--- config.mk ---
export PLATFORM = sky130hd
export DESIGN_NAME = code_sequencer
export DESIGN_NICKNAME = d
export VERILOG_FILES = /design/src/rtl/code_seq_pkg.sv /design/src/rtl/code_step.sv /design/src/rtl/code_sequencer.sv
export SDC_FILE = /design/constraint.sdc
export NUM_CORES = 1
export LEC_CHECK = 0
export CAP_MARGIN = 10
export CORE_MARGIN = 1.5
export CORE_UTILIZATION = 38
export CTS_BUF_LIST = sky130_fd_sc_hd__clkbuf_16
export CTS_CLUSTER_SIZE = 25
export DETAILED_ROUTE_END_ITERATION = 8
export GPL_TIMING_DRIVEN = 0
export SYNTH_ARGS = -nofsm -noshare
export SYNTH_HDL_FRONTEND = slang
export SYNTH_SLANG_ARGS = --single-unit
--- constraint.sdc ---
create_clock -name clk -period 4.5 [get_ports clk]
set_clock_uncertainty 0.15 [all_clocks]
set_input_delay 0.9 -clock clk [delete_from_list [all_inputs] [get_ports clk]]
set_output_delay 0.9 -clock clk [all_outputs]
set_load 0.02 [all_outputs]
--- src/rtl/code_seq_pkg.sv ---
// Shared definitions for the code sequencer: state encoding, default widths, code range.
// Latency: n/a (types and constants only).
// Backpressure: n/a.
package code_seq_pkg;

    localparam int DW_DEF    = 3;
    localparam int LW_DEF    = 5;
    localparam int RANGE_MAX = 6;

    typedef enum logic [1:0] {
        ST_IDLE = 2'd0,
        ST_RUN  = 2'd1,
        ST_DONE = 2'd2
    } state_t;

endpackage

--- src/rtl/code_step.sv ---
// Next-code unit: cur + step, wrapping mod 2^DW, or mod RANGE_MAX when CODE_RANGE_LIMIT_EN is defined.
// Latency: combinational.
// Backpressure: none; the caller decides when to take nxt.
module code_step
    import code_seq_pkg::*;
#(
    parameter int DW = DW_DEF
) (
    input  logic [DW-1:0] cur,
    input  logic [DW-1:0] step,
    output logic [DW-1:0] nxt
);

`ifdef CODE_RANGE_LIMIT_EN
    localparam logic [DW:0] RMAX_W = (DW+1)'(RANGE_MAX);

    // Both operands are already below RANGE_MAX, so one conditional subtract is a full mod.
    logic [DW:0] sum;
    assign sum = {1'b0, cur} + {1'b0, step};

    // Fold the sum back into 0..RANGE_MAX-1.
    always_comb begin
        nxt = sum[DW-1:0];
        if (sum >= RMAX_W) begin
            nxt = DW'(sum - RMAX_W);
        end
    end
`else
    assign nxt = cur + step;
`endif

endmodule

--- src/rtl/code_sequencer.sv ---
// Emits a burst of burst_len codes start_code, +step, ... on a valid/ready port; optional
// range limit via CODE_RANGE_LIMIT_EN. Latency: first code valid one cycle after start.
// Backpressure: ready low holds data_out/valid/count; abort ends the burst without done.
module code_sequencer
    import code_seq_pkg::*;
#(
    parameter int DW = DW_DEF,
    parameter int LW = LW_DEF
) (
    input  logic          clk,
    input  logic          rst,
    input  logic          start,
    input  logic [DW-1:0] start_code,
    input  logic [DW-1:0] step,
    input  logic [LW-1:0] burst_len,
    input  logic          abort,
    input  logic          ready,
    output logic [DW-1:0] data_out,
    output logic          valid,
    output logic          busy,
    output logic          done,
    output logic [LW-1:0] count,
    output logic          range_err
);

    state_t        state;
    logic [DW-1:0] step_q;
    logic [LW-1:0] len_q;
    logic [DW-1:0] nxt_code;
    logic [DW-1:0] step_norm;
    logic          code_ok;
    logic          xfer;
    logic [LW-1:0] count_inc;

`ifdef CODE_RANGE_LIMIT_EN
    localparam logic [DW-1:0] RMAX = DW'(RANGE_MAX);
    assign code_ok   = (start_code < RMAX);
    assign step_norm = step % RMAX;
`else
    assign code_ok   = 1'b1;
    assign step_norm = step;
`endif

    assign xfer      = valid && ready;
    assign count_inc = count + LW'(1);

    code_step #(.DW(DW)) u_step (
        .cur  (data_out),
        .step (step_q),
        .nxt  (nxt_code)
    );

    // Burst FSM; every output is registered here.
    always_ff @(posedge clk or posedge rst) begin
        if (rst) begin
            state     <= ST_IDLE;
            data_out  <= '0;
            valid     <= 1'b0;
            busy      <= 1'b0;
            done      <= 1'b0;
            count     <= '0;
            range_err <= 1'b0;
            step_q    <= '0;
            len_q     <= '0;
        end else begin
            done      <= 1'b0;
            range_err <= 1'b0;
            case (state)
                ST_IDLE: begin
                    // A zero-length start is dropped silently, before the range check.
                    if (start && burst_len != '0) begin
                        if (!code_ok) begin
                            range_err <= 1'b1;
                        end else begin
                            state    <= ST_RUN;
                            data_out <= start_code;
                            valid    <= 1'b1;
                            busy     <= 1'b1;
                            count    <= '0;
                            step_q   <= step_norm;
                            len_q    <= burst_len;
                        end
                    end
                end
                ST_RUN: begin
                    if (xfer) begin
                        count <= count_inc;
                    end
                    // Abort beats the final transfer: the transfer counts, done does not fire.
                    if (abort) begin
                        state <= ST_IDLE;
                        valid <= 1'b0;
                        busy  <= 1'b0;
                    end else if (xfer) begin
                        if (count_inc == len_q) begin
                            state <= ST_DONE;
                            valid <= 1'b0;
                            done  <= 1'b1;
                        end else begin
                            data_out <= nxt_code;
                        end
                    end
                end
                ST_DONE: begin
                    state <= ST_IDLE;
                    busy  <= 1'b0;
                end
                default: begin
                    state <= ST_IDLE;
                    valid <= 1'b0;
                    busy  <= 1'b0;
                end
            endcase
        end
    end

endmodule

== Word-level counts from Yosys, hierarchy flattened ==
Cells that the tools add are included.

* Flip-flop bits (word level): 21
* Bits of input ports: 16
* Output and inout bits: 12
* Word-level logic and storage cells: 56

* Add/subtract/negate cells: 2
* Eq/ne operators: 10
* Mux-type cells: 24
* Bitwise logic cells: 1
* Reduce and logical (&&, ||, !) cells: 11

{| class="wikitable"
|+ Operators with widths
! kind !! count
|-
| $mux 3 || 4
|-
| $mux 5 || 2
|-
| $ne 2x2->1 const B || 5
|-
| $pmux 5 s2 || 1
|-
| $mux 1 || 9
|-
| $mux 2 || 4
|-
| $ne 3x3->1 const B || 2
|-
| $pmux 3 s2 || 1
|-
| $reduce_and 3->1 || 2
|-
| $add 5x1->5 const B || 1
|-
| $eq 5x5->1 || 1
|-
| $reduce_and 5->1 || 1
|-
| $reduce_bool 5->1 || 1
|-
| $pmux 2 s2 || 1
|-
| $reduce_and 2->1 || 2
|-
| $reduce_and 4->1 || 1
|-
| $add 3x3->3 || 1
|-
| $pmux 1 s3 || 1
|-
| $eq 2x1->1 const B || 1
|-
| $eq 2x2->1 const B || 1
|-
| $logic_and 1x1->1 || 2
|-
| $logic_not 2->1 || 1
|-
| $pmux 1 s2 || 1
|-
| $reduce_bool 2->1 || 1
|-
| $not 1->1 || 1
|}

== Logic depth before layout (Yosys ltp) ==
Gate-level depths: netlist of run 1.

* Word-level depth: 6
* Mapped depth: 7

== Cells and area by module ==
A second synthesis of run 1 with hierarchy kept.

* Cell total of the unflattened synthesis: 102
* Area total of the unflattened synthesis: 1127.3 um^2

{| class="wikitable"
|+ Modules (own cells, without submodules)
! module !! instances !! cells each !! area each (um^2) !! seq. area each (um^2)
|-
| code_sequencer || 1 || 99 || 1071.0 || 525.5
|-
| code_step || 1 || 3 || 56.3 || 0.0
|}

== Least setup slack after synthesis of run 1 ==
OpenSTA, ideal clock, no wires.

* Kind: input to register
* Start: input burst_len[0]
* End: register data_out[0]
* Library setup time: 0.125 ns
* Arrival: 2.170 ns
* Required time: 4.225 ns
* Setup slack: 2.055 ns
* Cell stages on the path: 5
* Cell sequence: or4_1 -> o21ai_1 -> a21oi_1 -> a21bo_4 -> mux2_4

* Cells in the longest elaborated chain, start to end: 4

{| class="wikitable"
|+ Ends and longest elaborated chain
! item !! RTL line !! source
|-
| start: declaration || code_sequencer.sv:15 || <nowiki>input logic [LW-1:0] burst_len,</nowiki>
|-
| $reduce_bool 5->1 || code_sequencer.sv:71 || <nowiki>if (start && burst_len != '0) begin</nowiki>
|-
| $logic_and 1x1->1 || code_sequencer.sv:71 ||
|-
| $ne 2x2->1 (no line) || n/a ||
|-
| $reduce_and 5->1 (no line) || n/a ||
|-
| end signal: assignment || code_sequencer.sv:76 || <nowiki>data_out <= start_code;</nowiki>
|-
| end signal: assignment || code_sequencer.sv:100 || <nowiki>data_out <= nxt_code;</nowiki>
|-
| end: declaration || code_sequencer.sv:18 || <nowiki>output logic [DW-1:0] data_out,</nowiki>
|}

Every way passes these cells.
A chain may end at the register's enable or synchronous reset.

== Final worst setup path of run 1 ==
* Start: input burst_len[0]
* End: register len_q[4]

* Cells in the longest elaborated chain, start to end: 3

{| class="wikitable"
|+ Ends and longest elaborated chain
! item !! RTL line !! source
|-
| $reduce_bool 5->1 || code_sequencer.sv:71 ||
|-
| $logic_and 1x1->1 || code_sequencer.sv:71 ||
|-
| $reduce_and 2->1 (no line) || n/a ||
|-
| end signal: assignment || code_sequencer.sv:81 || <nowiki>len_q <= burst_len;</nowiki>
|-
| end: declaration || code_sequencer.sv:28 || <nowiki>logic [LW-1:0] len_q;</nowiki>
|}

Every way passes these cells.

==> Implementation_results.wiki, run 1 <==
{| class="wikitable"
! Metric !! Value
|-
| Status || completed
|-
| Layout net count || 155
|-
| Cell Area, Synth || 1120 µm²
|-
| Mean instance size in the synthesized netlist || 10.7 µm²
|-
| Power Internal || 525 µW
|-
| Async set-or-reset flop fraction in the synthesized netlist || 100%
|-
| Library cell with the highest instance count after synthesis || sky130_fd_sc_hd__dfrtp_1
|-
| Tightest hold margin || 0.371 ns
|-
| Reported net switching power || 282 µW
|-
| Worst Reg2Reg Path Length in Cells || 6
|-
| Combinational family with the most area after synthesis || compound AO/OA/AOI/OAI gates
|-
| Clock transition at the register clock pins on the worst setup and hold paths after CTS || 0.06 ns
|-
| # Max-Cap Violations || 0
|-
| Ratio of final minimum period to clock period || 63.3%
|-
| Number of buffers inserted by port buffering || 26
|-
| Initial core utilization || 40.4%
|-
| Worst min-delay path class || reg -> reg
|-
| Fraction of the yosys area taken by sequential cells || 46.8%
|-
| Clock tree from TritonCTS || done
|-
| Switching Share || 35.0%
|-
| Hold buffer count at cts || 0
|-
| Power per cell area || 538 nW/µm²
|-
| Synthesized instance count || 105
|-
| Gpl congestion || 0.793
|-
| Number of global-route vias before repair || 894
|-
| Post-route cell area || 1500 µm²
|-
| Ranking of synthesized cells by area || sky130_fd_sc_hd__dfrtp_1, sky130_fd_sc_hd__mux2_2, sky130_fd_sc_hd__nand2_1
|-
| Core footprint || 2780 µm²
|-
| Relative slew slack || 49.4%
|-
| Capture point of the worst path || len_q[4]
|-
| Area fraction of the dominant cell type after synthesis || 46.8%
|-
| Max Fclk || 351 MHz
|-
| Max Transition Viols Final || 0
|-
| Residual overflow from global routing || 0
|-
| Start point of the worst hold path || busy
|-
| Leakage power || 0.641 nW
|-
| Largest fanout of any net on the critical path || 10
|-
| Worst slack at placement || 1.43 ns
|-
| Synthesized-area fraction occupied by and/or/nand/nor cells || 15.2%
|-
| Startpoint type of the worst setup path || primary input
|-
| Detailed placer's ending HPWL || 1.73 mm
|-
| Sequential share of power || 36.3%
|-
| Top-level port count || 28
|-
| Multiplexer fraction of the synthesized cell area || 9.25%
|-
| Yosys synthesis warning count || 0
|-
| First-pass GRT wire length || 4.10 mm
|-
| Share of cells above drive strength 1 || 14.1%
|-
| Power share of the clock group || 23.1%
|-
| GR Util All Layers || 16.3%
|-
| Clock latency on the worst-skew pair || 0.25 ns
|-
| Final worst slack || 1.65 ns
|-
| Type of the worst setup path || in -> reg
|-
| Share of synthesized cell area in full adder, half adder and majority cells || 4.01%
|-
| Number of cells upsized or downsized after cts || 0
|-
| Crit. End Element || register
|-
| Final wirelength || 2.31 mm
|-
| Sinks on the clock net || 21
|-
| RSZ-0062 raised after global routing || no
|-
| Vias per cell || 5.23
|-
| Seq cells post-synth || 21
|-
| Horizontal extent of the die || 57.3 µm
|-
| Count of final setup violators || 0
|-
| TritonCTS Buffers || 3
|-
| Destination of the worst register-to-register timing path || data_out[0]
|-
| Number of enable flip-flop cells after synthesis || 0
|-
| Total nets after synthesis || 124
|-
| Library cell used as clock root buffer || sky130_fd_sc_hd__clkbuf_16
|-
| Initial drt markers || 21
|-
| Top flip-flop cell by instance count after synthesis || sky130_fd_sc_hd__dfrtp_1
|-
| Placed inst area || 1420 µm²
|-
| Time the worst path needs with I/O delays and setup || 2.85 ns
|-
| Placed insts || 162
|-
| Number of rows in the core area || 19
|-
| Pin count of the biggest net entering global routing || 22
|-
| Final setup TNS || 0 ns
|-
| Most frequent cells after synthesis || sky130_fd_sc_hd__dfrtp_1, sky130_fd_sc_hd__nand2_1, sky130_fd_sc_hd__o21ai_0
|-
| Number of distinct library cells after synthesis || 38
|-
| R2r startpoint || count[0]
|-
| Data arrival, critical path || 2.84 ns
|-
| Layout area overhead || 33.7%
|-
| Finished Layout Cells || 166
|-
| Worst Tran Pin Value || 0.758 ns
|-
| Worst path required time || 4.49 ns
|-
| Gate power share || 40.6%
|-
| Worst setup startpoint || burst_len[0]
|-
| Total number of vias || 868
|-
| Depth of the CTS H-tree || 1
|-
| Number of antenna violations at the first check in global routing || 0
|-
| Final Hold Fails || 0
|-
| Die Area || 3290 µm²
|-
| Die Height || 57.3 µm
|-
| Average wire length per cell after detail routing || 13.9 µm
|-
| Post-detailed-route count of antenna-violating nets || 0
|-
| DRC Markers || 0
|-
| Clock buffer depth || 2
|-
| Fraction of the mapped netlist area in compound gates || 15.8%
|-
| Total iterations of the first detailed-routing run || 4
|-
| Number of setup buffers added after CTS || 0
|-
| Worst IR drop on VDD || 276 µV
|-
| Setup slack of the most critical reg-to-reg path || 2.05 ns
|-
| Number of antenna cells inserted || 0
|-
| Top cell type by total area after synthesis || sky130_fd_sc_hd__dfrtp_1
|-
| Xor and xnor fraction of the mapped netlist area || 5.46%
|}
routing by layer:
| metal | GRT usage, % | wire (µm) | part of all wire [%] |
|---|---|---|---|
| met5 | 0 | 0 | 0 |
| met2 | 26.8 | 1110 | 48 |
| met1 | 21.6 | 1090 | 47 |
| met4 | 4.98 | 23 | 0.99 |
| met3 | 3.40 | 80 | 3.5 |
power groups by stage:
stage               logic, mW  registers, mW  clock network, mW
global route            0.363          0.303              0.202
finish                  0.328          0.293              0.187
global placement        0.324          0.294                  0
CTS                     0.333          0.293              0.190
detailed placement      0.328          0.297                  0
floorplan               0.184          0.324                  0
critical path, cell delays in order:
cell and delay (ns):
sky130_fd_sc_hd__clkdlybuf4s50_1 0.42, sky130_fd_sc_hd__or4_1 0.54, sky130_fd_sc_hd__o21ai_1 0.28, sky130_fd_sc_hd__nor2_1 0.17, sky130_fd_sc_hd__buf_2 0.23, sky130_fd_sc_hd__mux2_2 0.29
flip-flops by register name, indices dropped and copies added (netlist names):
name / flops
count: 5
len_q: 5
data_out: 3
step_q: 3
state: 2
busy: 1
done: 1
valid: 1
how the worst min path moves through the flow:
stage               slack [ns]   endpoint  cells after the start
floorplan                 0.33  step_q[0]                      1
global placement          0.35  step_q[0]                      1
detailed placement        0.36  step_q[0]                      1
CTS                       0.37  step_q[0]                      1
global route              0.39  step_q[0]                      1
finish                    0.37       busy                      2
cell families (layout without fill, tap and decap cells):
family                   after synthesis  after routing
AO/OA/AOI/OAI                         23             23
XOR/XNOR                               7              7
adder cells (fa/ha/maj)                3              3
buffers and inverters                  8             38
flip-flops                            21             21
multiplexers                           9              9
other                                  1              1
AND/OR/NAND/NOR                       33             33
cell usage in the layout (no fill, tap or decap), types with 2 or more instances in the layout:
| cell | n |
|---|---|
| sky130_fd_sc_hd__inv_1 | 7 |
| sky130_fd_sc_hd__a21o_1 | 2 |
| sky130_fd_sc_hd__o21ai_0 | 8 |
| sky130_fd_sc_hd__nor2b_1 | 2 |
| sky130_fd_sc_hd__nand2_1 | 13 |
| sky130_fd_sc_hd__xnor2_1 | 4 |
| sky130_fd_sc_hd__nand3_1 | 3 |
| sky130_fd_sc_hd__nor3_1 | 2 |
| sky130_fd_sc_hd__xor2_1 | 3 |
| sky130_fd_sc_hd__clkbuf_16 | 3 |
| sky130_fd_sc_hd__mux2_2 | 7 |
| sky130_fd_sc_hd__dfrtp_1 | 21 |
| sky130_fd_sc_hd__a21oi_1 | 3 |
| sky130_fd_sc_hd__ha_1 | 2 |
| sky130_fd_sc_hd__nor2_1 | 5 |
| sky130_fd_sc_hd__clkdlybuf4s50_1 | 26 |
layout make-up:
type,count,area (µm²)
Sequential cell,21,526
Clock buffer,3,75.1
Tap cell,31,38.8
Inverter,6,22.5
Clock inverter,1,3.75
Multi-Input combinational cell,76,562
Buffer,2,12.5
Fill cell,271,1280
Timing Repair Buffer,26,260
through the flow:
step / utilization [%] / total power, mW
floorplan: - / 0.508
global placement: 51.1 / 0.617
detailed placement: 51.1 / 0.625
CTS: 53.9 / 0.816
global route: 53.9 / 0.867
finish: 53.9 / 0.808
(Power assumes the default switching activity.)
==> run 2, diff against run 1 <==
- PLACE_DENSITY: default -> 0.67
- clock period: 4.5 -> 2.45 ns (I/O delays scaled with it)
==> run 2 against run 1 <==
  * Final area grew 0.75%
  * Clock power grew 81%
  * Combinational power increased by 85%
  * Critical endpoint is now data_out[0]
  * Highest routed layer unchanged
==> Implementation_results.wiki, run 2 (synthesized netlist as in run 1, its figures left out) <==
{| class="wikitable"
! Metric !! Value
|-
| Tightest hold margin || 0.376 ns
|-
| # Max-Cap Violations || 0
|-
| First-pass GRT wire length || 4.00 mm
|-
| Number of buffers inserted by port buffering || 26
|-
| DRC Markers || 0
|-
| Share of cells above drive strength 1 || 15.4%
|-
| Top-level port count || 28
|-
| Clock tree from TritonCTS || done
|-
| Total number of vias || 894
|-
| Worst min-delay path class || reg -> reg
|-
| Layout net count || 156
|-
| Pin count of the biggest net entering global routing || 22
|-
| Library cell used as clock root buffer || sky130_fd_sc_hd__clkbuf_16
|-
| Core footprint || 2780 µm²
|-
| Count of final setup violators || 0
|-
| Vias per cell || 5.35
|-
| Worst Tran Pin Value || 0.806 ns
|-
| Layout area overhead || 34.7%
|-
| Detailed placer's ending HPWL || 1.71 mm
|-
| Worst IR drop on VDD || 547 µV
|-
| Residual overflow from global routing || 0
|-
| Crit. End Element || register
|-
| Final Hold Fails || 0
|-
| Max Fclk || 424 MHz
|-
| Relative slew slack || 46.2%
|-
| Clock latency on the worst-skew pair || 0.25 ns
|-
| Fill cell instance count of the final layout || 247
|-
| Type of the worst setup path || reg -> reg
|-
| Hold buffer count at cts || 0
|-
| Number of global-route vias before repair || 853
|-
| Initial core utilization || 40.4%
|-
| Clock buffer depth || 2
|-
| Max Transition Viols Final || 0
|-
| Data arrival, critical path || 2.34 ns
|-
| Startpoint type of the worst setup path || register
|-
| Number of antenna violations at the first check in global routing || 0
|-
| Average wire length per cell after detail routing || 13.6 µm
|-
| Sinks on the clock net || 21
|-
| Registers with the most flip-flops || count (5), len_q (5)
|-
| Final Power || 1.49 mW
|-
| Top library cells by usage in the layout, fill and taps aside || sky130_fd_sc_hd__clkdlybuf4s50_1, sky130_fd_sc_hd__dfrtp_1, sky130_fd_sc_hd__nand2_1
|-
| Power per cell area || 983 nW/µm²
|-
| Status || completed
|-
| Total iterations of the first detailed-routing run || 4
|-
| Initial drt markers || 17
|-
| Destination of the worst register-to-register timing path || data_out[0]
|-
| Most common cell after layout, fill and taps aside || sky130_fd_sc_hd__clkdlybuf4s50_1
|-
| Capture point of the worst path || data_out[0]
|-
| Clock transition at the register clock pins on the worst setup and hold paths after CTS || 0.06 ns
|-
| Ratio of final minimum period to clock period || 96.3%
|-
| Largest fanout of any net on the critical path || 6
|-
| Setup slack of the most critical reg-to-reg path || 0.09 ns
|-
| Time the worst path needs with I/O delays and setup || 2.36 ns
|-
| Number of rows in the core area || 19
|-
| Leakage power || 0.647 nW
|-
| R2r startpoint || count[0]
|-
| Final wirelength || 2.27 mm
|-
| Die Height || 57.3 µm
|-
| TritonCTS Buffers || 3
|-
| Post-detailed-route count of antenna-violating nets || 0
|-
| Horizontal extent of the die || 57.3 µm
|-
| Worst path required time || 2.43 ns
|-
| Gpl congestion || 0.789
|-
| GR Util All Layers || 15.6%
|-
| Worst Reg2Reg Path Length in Cells || 6
|-
| Number of antenna cells inserted || 0
|-
| Worst setup startpoint || count[0]
|-
| Die Area || 3290 µm²
|-
| Depth of the CTS H-tree || 1
|}
run 2: final cells by class:
cell class	instances	area, µm²	area share, %
Tap cell	31	38.8	2.57
Buffer	2	12.5	0.828
Clock inverter	1	3.75	0.248
Sequential cell	21	526	34.8
Timing Repair Buffer	27	268	17.7
Clock buffer	3	75.1	4.97
Inverter	6	22.5	1.49
Multi-Input combinational cell	76	566	37.4
run 2: repair_timing:
| item | in CTS | in global routing |
|---|---|---|
| endpoints found under the setup margin | 0 | 7 |
| gates resized for setup | 0 | 1 |
| setup buffers | 0 | 1 |
run 2: layer usage:
layer	GRT usage, %	part of all wire (%)	routed length, µm	vias to the layer above
met3	3.63	4.2	96	2
met5	0	0	0	-
li1	-	-	-	434
met4	2.99	0.66	15	0
met1	22.8	48	1090	432
met2	24.0	47	1070	26
run 2: through the flow:
step | util [%] | worst slack, ns | area, µm² | std cells | setup TNS, ns
2_1_floorplan | - | 0.0621 | 1120 | 105 | 0
3_3_place_gp | 51.1 | -0.185 | 1420 | 162 | -1.30
3_5_place_dp | 51.1 | -0.203 | 1420 | 162 | -1.57
4_1_cts | 53.9 | 0.0190 | 1500 | 166 | 0
5_1_grt | 54.3 | -0.00242 | 1510 | 167 | -0.00242
6_report | 54.3 | 0.0917 | 1510 | 167 | 0
run 2: how the worst min path moves through the flow:
stage	cells after the start	slack, ns	to	startpoint
after floorplan	1	0.32	busy	rst
after global placement	1	0.36	step_q[0]	step_q[0]
after detailed placement	1	0.37	step_q[2]	step_q[2]
after CTS	2	0.38	busy	busy
after global routing	2	0.40	busy	busy
final	2	0.38	busy	busy
run 2: where the power goes:
group	total [mW]	internal (mW)	switching, mW
combinational	0.608	0.306	0.303
clock	0.338	0.217	0.121
sequential	0.539	0.445	0.0943
run 2: critical path, cell delays in order (launching register included):
cell	delay [ns]
sky130_fd_sc_hd__dfrtp_1	0.44
sky130_fd_sc_hd__ha_1	0.27
sky130_fd_sc_hd__nand3_2	0.10
sky130_fd_sc_hd__or3_4	0.35
sky130_fd_sc_hd__a2111oi_4	0.41
sky130_fd_sc_hd__a21bo_4	0.22
sky130_fd_sc_hd__mux2_4	0.30
